### src/rtl/bram_arbiter.sv
// bram_arbiter: zero-fills a single block RAM after reset, then shares it
// between two requesters with round-robin arbitration, one access per cycle.
// The RAM has one registered read port (latency 1) and one write port; this
// block drives every RAM control input.
//
// Handshake: a requester raises reqN with wrN/addrN/wdataN stable and holds
// them until ackN. ackN is combinational in the same cycle as the request and
// means the access is issued to the RAM in that cycle. For a read, rvalidN is
// high exactly one cycle later, and rdata carries the word in that cycle.
module bram_arbiter #(
  parameter int data_bits  = 32,
  parameter int nr_entries = 256
) (
  input  logic                                 clk,
  input  logic                                 rst,
  input  logic                                 req0,
  input  logic                                 req1,
  input  logic                                 wr0,
  input  logic                                 wr1,
  input  logic [$clog2(nr_entries)-1:0]        addr0,
  input  logic [$clog2(nr_entries)-1:0]        addr1,
  input  logic [data_bits-1:0]                 wdata0,
  input  logic [data_bits-1:0]                 wdata1,
  output logic                                 ack0,
  output logic                                 ack1,
  output logic                                 rvalid0,
  output logic                                 rvalid1,
  output logic [data_bits-1:0]                 rdata,
  output logic                                 init_done,
  output logic [$clog2(nr_entries)-1:0]        ram_read_addr,
  input  logic [data_bits-1:0]                 ram_read_data,
  output logic                                 ram_wr_en,
  output logic [$clog2(nr_entries)-1:0]        ram_write_addr,
  output logic [data_bits-1:0]                 ram_write_data
);

  localparam int addr_bits = $clog2(nr_entries);
  // Terminal clear address; compared exactly so non-power-of-two depths
  // stop at the last real entry instead of wrapping.
  localparam logic [addr_bits-1:0] last_addr = addr_bits'(nr_entries - 1);

  typedef enum logic {
    CLEAR = 1'b0,
    RUN   = 1'b1
  } state_t;

  state_t                 state;
  logic [addr_bits-1:0]   clear_ctr;
  // Port that won the most recent grant; reset to 1 so port 0 wins the
  // first contended cycle.
  logic                   last_grant;

  logic                   grant0;
  logic                   grant1;
  logic                   sel_wr;
  logic [addr_bits-1:0]   sel_addr;
  logic [data_bits-1:0]   sel_wdata;

  // Round-robin grant: only possible in RUN; contention goes to the port
  // that did not win last time.
  always_comb begin
    grant0 = 1'b0;
    grant1 = 1'b0;
    if (state == RUN) begin
      if (req0 && req1) begin
        grant0 = last_grant;
        grant1 = !last_grant;
      end else begin
        grant0 = req0;
        grant1 = req1;
      end
    end
  end

  // Mux the granted port's command onto a single access.
  always_comb begin
    sel_wr    = 1'b0;
    sel_addr  = '0;
    sel_wdata = '0;
    if (grant0) begin
      sel_wr    = wr0;
      sel_addr  = addr0;
      sel_wdata = wdata0;
    end else if (grant1) begin
      sel_wr    = wr1;
      sel_addr  = addr1;
      sel_wdata = wdata1;
    end
  end

  // Drive the RAM: zero-fill writes during CLEAR, otherwise the single
  // granted access; idle cycles park the read address at 0.
  always_comb begin
    ram_wr_en      = 1'b0;
    ram_write_addr = '0;
    ram_write_data = '0;
    ram_read_addr  = '0;
    if (state == CLEAR) begin
      ram_wr_en      = 1'b1;
      ram_write_addr = clear_ctr;
      ram_write_data = '0;
    end else if (grant0 || grant1) begin
      if (sel_wr) begin
        ram_wr_en      = 1'b1;
        ram_write_addr = sel_addr;
        ram_write_data = sel_wdata;
      end else begin
        ram_read_addr  = sel_addr;
      end
    end
  end

  assign ack0  = grant0;
  assign ack1  = grant1;
  assign rdata = ram_read_data;

  // Controller state, clear counter, arbitration history and read-valid flags.
  always_ff @(posedge clk) begin
    if (rst) begin
      state      <= CLEAR;
      clear_ctr  <= '0;
      last_grant <= 1'b1;
      rvalid0    <= 1'b0;
      rvalid1    <= 1'b0;
      init_done  <= 1'b0;
    end else begin
      case (state)
        CLEAR: begin
          rvalid0 <= 1'b0;
          rvalid1 <= 1'b0;
          if (clear_ctr == last_addr) begin
            clear_ctr <= '0;
            state     <= RUN;
            init_done <= 1'b1;
          end else begin
            clear_ctr <= clear_ctr + 1'b1;
          end
        end
        RUN: begin
          if (grant0) begin
            last_grant <= 1'b0;
          end else if (grant1) begin
            last_grant <= 1'b1;
          end
          rvalid0 <= grant0 && !wr0;
          rvalid1 <= grant1 && !wr1;
        end
        default: begin
          state <= CLEAR;
        end
      endcase
    end
  end

endmodule

### config.mk
export PLATFORM = sky130hd
export DESIGN_NAME = bram_arbiter
export DESIGN_NICKNAME = d
export VERILOG_FILES = /design/src/rtl/bram_arbiter.sv
export SDC_FILE = /design/constraint.sdc
export NUM_CORES = 1
export LEC_CHECK = 0
export BUFFER_PORTS_ARGS = -buffer_cell sky130_fd_sc_hd__buf_4
export CORE_MARGIN = 3
export CORE_UTILIZATION = 30
export DETAILED_ROUTE_END_ITERATION = 12
export PLACE_DENSITY = 0.86
export REMOVE_ABC_BUFFERS = 1
export SLEW_MARGIN = 20
export SYNTH_ARGS = -nofsm -noshare
export SYNTH_HDL_FRONTEND = slang
export SYNTH_SLANG_ARGS = --single-unit
export TNS_END_PERCENT = 5
### constraint.sdc
create_clock -name clk -period 1.2 [get_ports clk]
set_input_delay 0.06 -clock clk [delete_from_list [all_inputs] [get_ports clk]]
set_output_delay 0.06 -clock clk [all_outputs]
set_load 0.02 [all_outputs]
======== After elaboration in Yosys (flattened, before gate mapping) ========
Index checks and enable logic that the tools add are counted.
storage, ports and cells
  flip-flop bits (word level) ............. 13
  input bits .............................. 118
  logic and storage cells ................. 48
operators by class
  add/subtract/negate cells ............... 1
  equality and inequality tests ........... 1
  muxes and demuxes ....................... 29
  bitwise operators ....................... 1
  reduce and logical (&&, ||, !) cells .... 10
operators by type and width
  operator                                                        number
  32-bit 2-to-1 mux                                               5
  8-bit 2-to-1 mux                                                9
  1-bit 2-to-1 mux                                                13
  8-bit by 1-bit adder with 8-bit output (second input constant)  1
  8-bit equality test (second input constant)                     1
  1-bit case mux with 2 select lines                              2
  2-bit AND reduction                                             2
  1-bit logical AND                                               3
  1-bit zero test                                                 3
  2-bit nonzero test                                              1
  1-bit logical OR                                                1
  1-bit NOT                                                       1

======== Logic depth before layout (Yosys ltp) ========
Gate-level depths: netlist of run 1.
  depth after elaboration ................. 8
  mapped depth ............................ 6
  gate-level depth less buffers ........... 5

======== Worst setup path after synthesis of run 1 ========
OpenSTA, ideal clock, no wires.
  path type ............................... register to output
  start point ............................. reg last_grant
  end point ............................... out ram_write_addr[2]
  arrival time ............................ 1.375 ns
  data required time ...................... 1.140 ns
  slack ................................... -0.235 ns
  stages on the path, launching flop included .. 6
  buffers on the path ..................... 1
  cell sequence ........................... dfxtp_1 -> nand2b_4 -> and3_4 -> buf_6 -> a22oi_1 -> o21ai_0
on the way
  longest elaborated chain between the ends .. 8
ends and longest elaborated chain
  item                                                         RTL line  text
  start: declaration                                           51        logic last_grant;
  start signal: assignment                                     122       last_grant <= 1'b1;
  start signal: assignment                                     141       last_grant <= 1'b0;
  start signal: assignment                                     143       last_grant <= 1'b1;
  1-bit zero test                                              67        grant1 = !last_grant;
  1-bit 2-to-1 mux                                             65        if (req0 && req1) begin
  1-bit 2-to-1 mux                                             64        if (state == RUN) begin
  8-bit 2-to-1 mux / 1-bit 2-to-1 mux (equally long branches)  84        end else if (grant1) begin
  8-bit 2-to-1 mux / 1-bit 2-to-1 mux (equally long branches)  80        if (grant0) begin
  8-bit 2-to-1 mux                                             103       if (sel_wr) begin
  8-bit 2-to-1 mux (*)                                         102       end else if (grant0 || grant1) begin
  8-bit 2-to-1 mux (*)                                         98        if (state == CLEAR) begin
  end: declaration                                             33        output logic [$clog2(nr_entries)-1:0] ram_write_addr,
Every way passes the cells marked *; elsewhere a longest branch is shown, timed or not.

======== Worst setup path after layout of run 1 ========
  start point ............................. reg last_grant
  end point ............................... out ram_write_data[22]
on the way
  longest elaborated chain between the ends .. 8
ends and longest elaborated chain
  item                                                          RTL line  text
  1-bit zero test                                               67
  1-bit 2-to-1 mux                                              65
  1-bit 2-to-1 mux                                              64
  32-bit 2-to-1 mux / 1-bit 2-to-1 mux (equally long branches)  84
  32-bit 2-to-1 mux / 1-bit 2-to-1 mux (equally long branches)  80
  32-bit 2-to-1 mux                                             103
  32-bit 2-to-1 mux (*)                                         102
  32-bit 2-to-1 mux (*)                                         98
  end: declaration                                              34        output logic [data_bits-1:0] ram_write_data
Marked as above.

==> metrics.md, run 1 <==
| Metric | Value |
|---|---|
| Final hold violation count | 0 |
| Worst path required time | about 1.1 ns |
| Reg2Reg Launch Point | state |
| Leakage | approximately 1.4 nW |
| RSZ-0062 raised after global routing | yes |
| Overall Global Routing Usage | 0.221 |
| Vias | about 2,100 |
| Drt pass-1 iters | 4 |
| Critical path's largest stage delay | 0.33 ns |
| Final ANT Viol Nets | 0 |
| Hold Path Stages | 2 |
| Final critical-path share of the clock period | 1.42 |
| Core area | ~5300 um^2 |
| Placed instance count | 395 |
| Worst hold path class | in -> reg |
| Slew of the pin with the lowest slew margin | approximately 0.29 ns |
| First-pass GRT wire length | roughly 11 mm |
| Area delta synth->final | 86.0% |
| Setup TNS | -23.09 ns |
| DR vias/cell | slightly above 5 |
| Initial antenna violation count | 1 |
| Final std cells w/o fill | about 410 |
| Hold worst-path end | clear_ctr[6] |
| CTS root buf | clkbuf_8 |
| #FFs+latches synth | 13 |
| Max-Slew Margin vs Limit | 0.810 |
| Reg-to-reg setup timing slack | -0.08 ns |
| Num CTS Buffers | 3 |
| Family with the most delay on the worst path | buffers and inverters |
| Max Cap Violations | 0 |
| CTS Sinks | 13 |
| Reg2Reg Depth | 5 |
| Initial core utilization | 0.318 |
| Max Clock Freq | 586 MHz |
| Die width | 80.8 um |
| Critical-path top delay cell | dfxtp_2 |
| WS Path Type | reg -> out |
| Number of diodes | 0 |
| Yosys cell types | a little over 40 |
| Synth Cell Area | between 1500 and 2000 um^2 |
| # setup viols final | between 50 and 60 |
| Syn Inst Count | between 200 and 250 |
| CP startpoint kind | register |
| Number of global-route vias before repair | approximately 2,000 |
| Final Skew | 0.000947 ns |
| DP Wirelength | 6.03 mm |
| Final net count | between 400 and 500 |
| Synth warn | 0 |
| IO Pins | between 200 and 250 |
| GR Overflow Total | 0 |
| Initial DRC count | 71 |
| Die Ht | slightly above 80 um |
| Violated checks | negative setup slack |
| # rows | 26 |
| Reg2reg end | clear_ctr[7] |
| Largest net degree at the start of global routing | 27 |
| Crit-path cells | nand2b_4 > and3_4 > buf_12 > clkbuf_16 > a22oi_2 > nor2_1 > buf_4 |
| Pwr/cell area | 416 nW/um^2 |
| Syn_area_per_cell | slightly below 8 um^2 |
| Util after Layout | 0.592 |
| Routed wire length | about 8 mm |
| Final GP Congestion | between 0.8 and 0.9 |
| Sequential share of the synthesized area | 0.155 |
| Post-layout min period | 1.71 ns |
| WL per Instance | 19.1 um |
| Fraction of layout cells with a size suffix above 1 | 0.693 |
| Depth of the CTS H-tree | 1 |
| WP data arrival | ~1.7 ns |
| Worst-path clk slew | ~0.060 ns |
| Status | finished, violations left |
| Min-Delay Startpoint | rst |
| Final WS setup | -0.506 ns |
| CTS tree | yes |
| Kind of end point of the critical path | output pin |
| VDD IR-drop max | around 280 uV |
| DRC errors left | 0 |
| I/O Buffers | ~140 |
| Crit-path max FO | 6 |
| Clk_lat worst skew | ~0.26 ns |
| Slew Viols, Final | 0 |
| Critical path buffer and inverter count | 3 |
| DIE AREA | 6520 um^2 |
| Clock tree buffer depth | 2 |
how the worst max path moves through the flow:
stage	to	cells past startpoint	start	slack, ns
after floorplan	ram_write_addr[2]	3	state	-1.56
after global placement	ram_write_data[19]	6	last_grant	-0.15
after detailed placement	ram_write_data[5]	6	last_grant	-0.22
after CTS	ram_write_data[14]	6	last_grant	-0.48
after global routing	ram_write_data[24]	7	last_grant	-0.56
final	ram_write_data[22]	7	last_grant	-0.51
sequential cells by signal, indices dropped and copies added (netlist names):
register,cells
clear_ctr,8
init_done,1
last_grant,1
rvalid0,1
rvalid1,1
state,1
timing repair:
item                       4_1_cts  5_1_grt
setup endpoints to repair       60       60
pin swaps                       27       24
hold endpoints to repair         2        0
gates cloned                     1        2
resized for setup               45       16
setup buffers                    4        1
hold buffers                     2        0
kinds of logic (layout without fill, tap and decap cells):
kind of cell	count (synthesis)	count (layout)	synth area share
fa+ha+maj	1	1	0.00746
compound gates	64	64	0.353
flops	13	13	0.155
buf+inv	58	186	0.258
mux	1	1	0.00597
xor+xnor	2	2	0.0104
simple gates	72	72	0.210
where the power goes:
part           internal, mW  switching (mW)
clock                 0.236           0.190
combinational         0.253           0.155
sequential            0.446          0.0154
metal layers:
layer	wire length [um]	global-route usage
met3	858	0.102
met5	52	0.0583
met1	3280	0.288
met2	3540	0.323
met4	88	0.0574
cell usage in the layout, fill, tap and decap left out, types with 2 or more instances in the layout:
master	n
a21oi_1	4
a22oi_1	9
a22oi_2	25
a22oi_4	6
a31oi_1	2
a32o_1	2
buf_12	9
buf_4	143
buf_6	15
clkbuf_16	2
clkbuf_8	3
dfxtp_1	9
dfxtp_2	4
dlygate4sd3_1	2
inv_1	9
nand2_1	3
nand2_2	2
nand2b_4	2
nor2_1	44
nor2_2	4
nor3_1	3
nor3b_2	2
o21ai_1	2
o22ai_2	6
or3_1	2
metrics by stage:
stage               cell area, um^2  setup slack, ns  power [mW]  hold slack (ns)
floorplan                      1280            -1.56       0.543            0.120
global placement               2670           -0.147       0.833            0.120
detailed placement             2670           -0.222       0.843            0.120
CTS                            2990           -0.480        1.28           0.0840
global route                   3120           -0.559        1.33            0.114
finish                         3120           -0.506        1.30            0.101
synthesized netlist by cell type:
library cell | number | area [um^2]
nand3_1 | 1 | 5.00
nand2b_4 | 1 | 13.8
a22oi_1 | 32 | 240
nand2_1 | 6 | 22.5
buf_6 | 6 | 67.6
nor3_2 | 1 | 10.0
a311oi_1 | 1 | 8.76
a32o_1 | 2 | 20.0
a21boi_2 | 1 | 11.3
dfxtp_1 | 13 | 260
o21ba_2 | 1 | 10.0
and3_4 | 1 | 11.3
ha_1 | 1 | 12.5
or2_2 | 1 | 6.26
a22oi_4 | 6 | 128
nor3b_1 | 1 | 7.51
nand2b_1 | 2 | 12.5
nor3b_2 | 1 | 12.5
a21oi_1 | 5 | 25.0
o21ai_0 | 3 | 15.0
a22oi_2 | 2 | 25.0
o211ai_1 | 1 | 7.51
nor3_1 | 3 | 15.0
nand4_1 | 1 | 6.26
nor2_1 | 48 | 180
buf_1 | 1 | 3.75
o22ai_1 | 1 | 6.26
or3_1 | 2 | 12.5
buf_4 | 35 | 263
xor2_1 | 1 | 8.76
nor2b_1 | 1 | 6.26
mux2i_1 | 1 | 10.0
inv_1 | 9 | 33.8
nand4b_4 | 1 | 23.8
buf_12 | 2 | 40.0
and2_1 | 1 | 6.26
a211oi_1 | 1 | 7.51
o22ai_2 | 6 | 75.1
buf_2 | 5 | 25.0
a31oi_1 | 2 | 12.5
xnor2_1 | 1 | 8.76
area by class of cell:
class                   instances  area [um^2]
flip-flops and latches         13          265
fillers                       450         2150
inverters                       9         33.8
multi-input cells             140         1150
repair buffers                173         1540
clock buffers                   4         45.0
well taps                      70         87.6
No activity file was read; power rests on OpenSTA's default activity.
==> run 2, diff against run 1 <==
--- a/config.mk
+++ b/config.mk
@@ -6,12 +6,12 @@
 export NUM_CORES = 1
 export LEC_CHECK = 0
 export BUFFER_PORTS_ARGS = -buffer_cell sky130_fd_sc_hd__buf_4
-export CORE_MARGIN = 3
-export CORE_UTILIZATION = 30
+export CORE_AREA = 3 3 77 79
 export DETAILED_ROUTE_END_ITERATION = 12
-export PLACE_DENSITY = 0.86
+export DIE_AREA = 0 0 80 82
+export PLACE_DENSITY = 0.85
 export REMOVE_ABC_BUFFERS = 1
-export SLEW_MARGIN = 20
+export SLEW_MARGIN = 10
 export SYNTH_ARGS = -nofsm -noshare
 export SYNTH_HDL_FRONTEND = slang
 export SYNTH_SLANG_ARGS = --single-unit
==> constraint.sdc (replaced) <==
create_clock -name clk -period 2.1 [get_ports clk]
set_input_delay 0.105 -clock clk [delete_from_list [all_inputs] [get_ports clk]]
set_output_delay 0.105 -clock clk [all_outputs]
set_load 0.02 [all_outputs]
==> run 2 against run 1 <==
Cell area shrank 19%. Setup slack gained 0.64 ns. The flow now finishes without violations. Worst hold slack lost 0.050 ns. Non-clock buffer count shrank 29. Register-to-register slack gained 0.73 ns. Clock-buffer cell count is the same. Largest cell class unchanged. First-iteration DRC count grew to 2.5 times the previous value. Cell count shrank 6.4%. Critical path depth shrank 1. Via count shrank 6.4%. Total power shrank 47%. Core utilization shrank 13 points.
==> metrics.md, run 2 (synthesis results as in run 1) <==
| Metric | Value |
|---|---|
| Initial core utilization | 0.310 |
| Final std cells w/o fill | 383 |
| Initial DRC count | 179 |
| Worst-path clk slew | about 0.050 ns |
| VDD IR-drop max | approximately 140 uV |
| Slew of the pin with the lowest slew margin | 0.454 ns |
| Setup Buffers After CTS | 0 |
| CP startpoint kind | register |
| Fillers | 546 |
| Post-layout min period | between 1.5 and 2 ns |
| Largest net degree at the start of global routing | between 40 and 50 |
| Worst hold path class | in -> reg |
| Final ANT Viol Nets | 0 |
| Clk_lat worst skew | approximately 0.24 ns |
| Kind of end point of the critical path | output pin |
| DIE AREA | 6560 um^2 |
| Critical path's largest stage delay | roughly 0.46 ns |
| Number of global-route vias before repair | 1,841 |
| Final WS setup | 0.131 ns |
| Most frequent cells in the layout | buf_4 (142), nor2_1 (48), a22oi_1 (32) |
| Design Area, Final | roughly 2500 um^2 |
| Design Power | slightly below 0.7 mW |
| I/O Buffers | 139 |
| First-pass GRT wire length | 9.67 mm |
| DP Wirelength | between 5 and 6 mm |
| Post-CTS Resized | 0 |
| Final net count | 430 |
| Reg2Reg Launch Point | state |
| CTS tree | yes |
| Clock power share | 0.323 |
| Fraction of layout cells with a size suffix above 1 | 0.548 |
| Final GP Congestion | 0.821 |
| Drt pass-1 iters | 4 |
| Largest register by flop count | clear_ctr |
| Crit-path cells | a21boi_2 > and2_2 > buf_12 > a22oi_4 > o22ai_2 > buf_4 |
| WL per Instance | ~19 um |
| Max reg flops | 8 |
| Die Ht | about 82 um |
| Area delta synth->final | 50.4% |
| Family with the most delay on the worst path | simple AND/OR/NAND/NOR gates |
| Routed wire length | 7.12 mm |
| Leakage | approximately 1.2 nW |
| RSZ-0062 raised after global routing | no |
| Dpl cell area | about 2500 um^2 |
| Die width | around 80 um |
| Slew Viols, Final | 0 |
| Vias | ~2,000 |
| Initial antenna violation count | 1 |
| Status | completed |
| Met3 WL post-DR | ~1000 um |
| Max Cap Violations | 0 |
| Multi-input logic area | 985 um^2 |
| Leading cell type in the layout, fill and taps excluded | buf_4 |
| CP Capture Point | ram_write_addr[3] |
| Hold WS | slightly above 0.05 ns |
| WP data arrival | roughly 1.9 ns |
| Critical path buffer and inverter count | 2 |
| Internal | 0.515 mW |
| Clock tree buffer depth | 2 |
| Pwr/cell area | 272 nW/um^2 |
| Psw | 0.170 mW |
| CTS Sinks | 13 |
| Util after Layout | 0.467 |
| Depth of the CTS H-tree | 1 |
| IO Pins | between 200 and 250 |
| # setup viols final | 0 |
| Gate power share | 0.288 |
| # rows | 27 |
| Num CTS Buffers | 3 |
| Worst path required time | around 2.0 ns |
| Core area | 5410 um^2 |
| Max Clock Freq | 508 MHz |
| Reg-to-reg setup timing slack | approximately 0.65 ns |
| Critical Path Source | last_grant |
| Reg2reg end | clear_ctr[7] |
| DR WL met2 | about 2.9 mm |
| Placed instance count | 378 |
| WS Path Type | reg -> out |
| Overall Global Routing Usage | 0.193 |
| CTS root buf | clkbuf_8 |
| Switching share of total power | 0.248 |
| Levels on crit path | 6 |
| DRC errors left | 0 |
| Final hold violation count | 0 |
| Dpl ws | just under 0.4 ns |
| DR vias/cell | 5.16 |
| Post-Route M1 WL | between 3 and 4 mm |
| Setup TNS | 0 ns |
| Critical-path top delay cell | and2_2 |
| DR top layer | met5 |
| Max-Slew Margin vs Limit | 0.697 |
| Crit-path max FO | 30 |
| GR Overflow Total | 0 |
| Final critical-path share of the clock period | 0.937 |
| Reg power frac | 0.389 |
| Final Skew | approximately 0.002 ns |
| Reg2Reg Depth | 5 |
| Cts hold-fix bufs | 0 |
| FF+latch area | about 260 um^2 |
[run 2: worst min path at each step]
stage | cells past startpoint | endpoint | startpoint | slack (ns)
final | 2 | rvalid1 | wr1 | 0.05
after global routing | 2 | rvalid1 | wr1 | 0.05
after CTS | 2 | rvalid1 | wr1 | 0.04
after detailed placement | 0 | rdata[14] | ram_read_data[14] | 0.21
after global placement | 0 | rdata[14] | ram_read_data[14] | 0.21
after floorplan | 1 | rvalid1 | wr1 | 0.17
[run 2: power by group through the flow]
stage	Clock, mW	Sequential [mW]	Combinational, mW
finish	0.221	0.266	0.197
global route	0.234	0.267	0.213
CTS	0.226	0.266	0.198
detailed placement	0	0.271	0.197
global placement	0	0.271	0.194
floorplan	0	0.269	0.0412
[run 2: worst register-to-register path, stage by stage (launching register included)]
cell      delay, ns
dfxtp_1        0.35
buf_4          0.22
nand4b_4       0.22
nor3_2         0.19
a31oi_1        0.12
a311oi_1       0.26
[run 2: metal layers]
layer / global-route usage / vias to the layer above
met4: 0.0203 / 4
met5: 0.0667 / -
met2: 0.263 / 141
li1: - / 918
met3: 0.116 / 7
met1: 0.261 / 905
[run 2: final cells by class]
type | instances | share of cell area
Clock buffer | 4 | 0.0179
Tap cell | 72 | 0.0357
Timing Repair Buffer | 144 | 0.438
Antenna cell | 1 | 0.000992
Multi-Input combinational cell | 140 | 0.390
Sequential cell | 13 | 0.103
Inverter | 9 | 0.0134
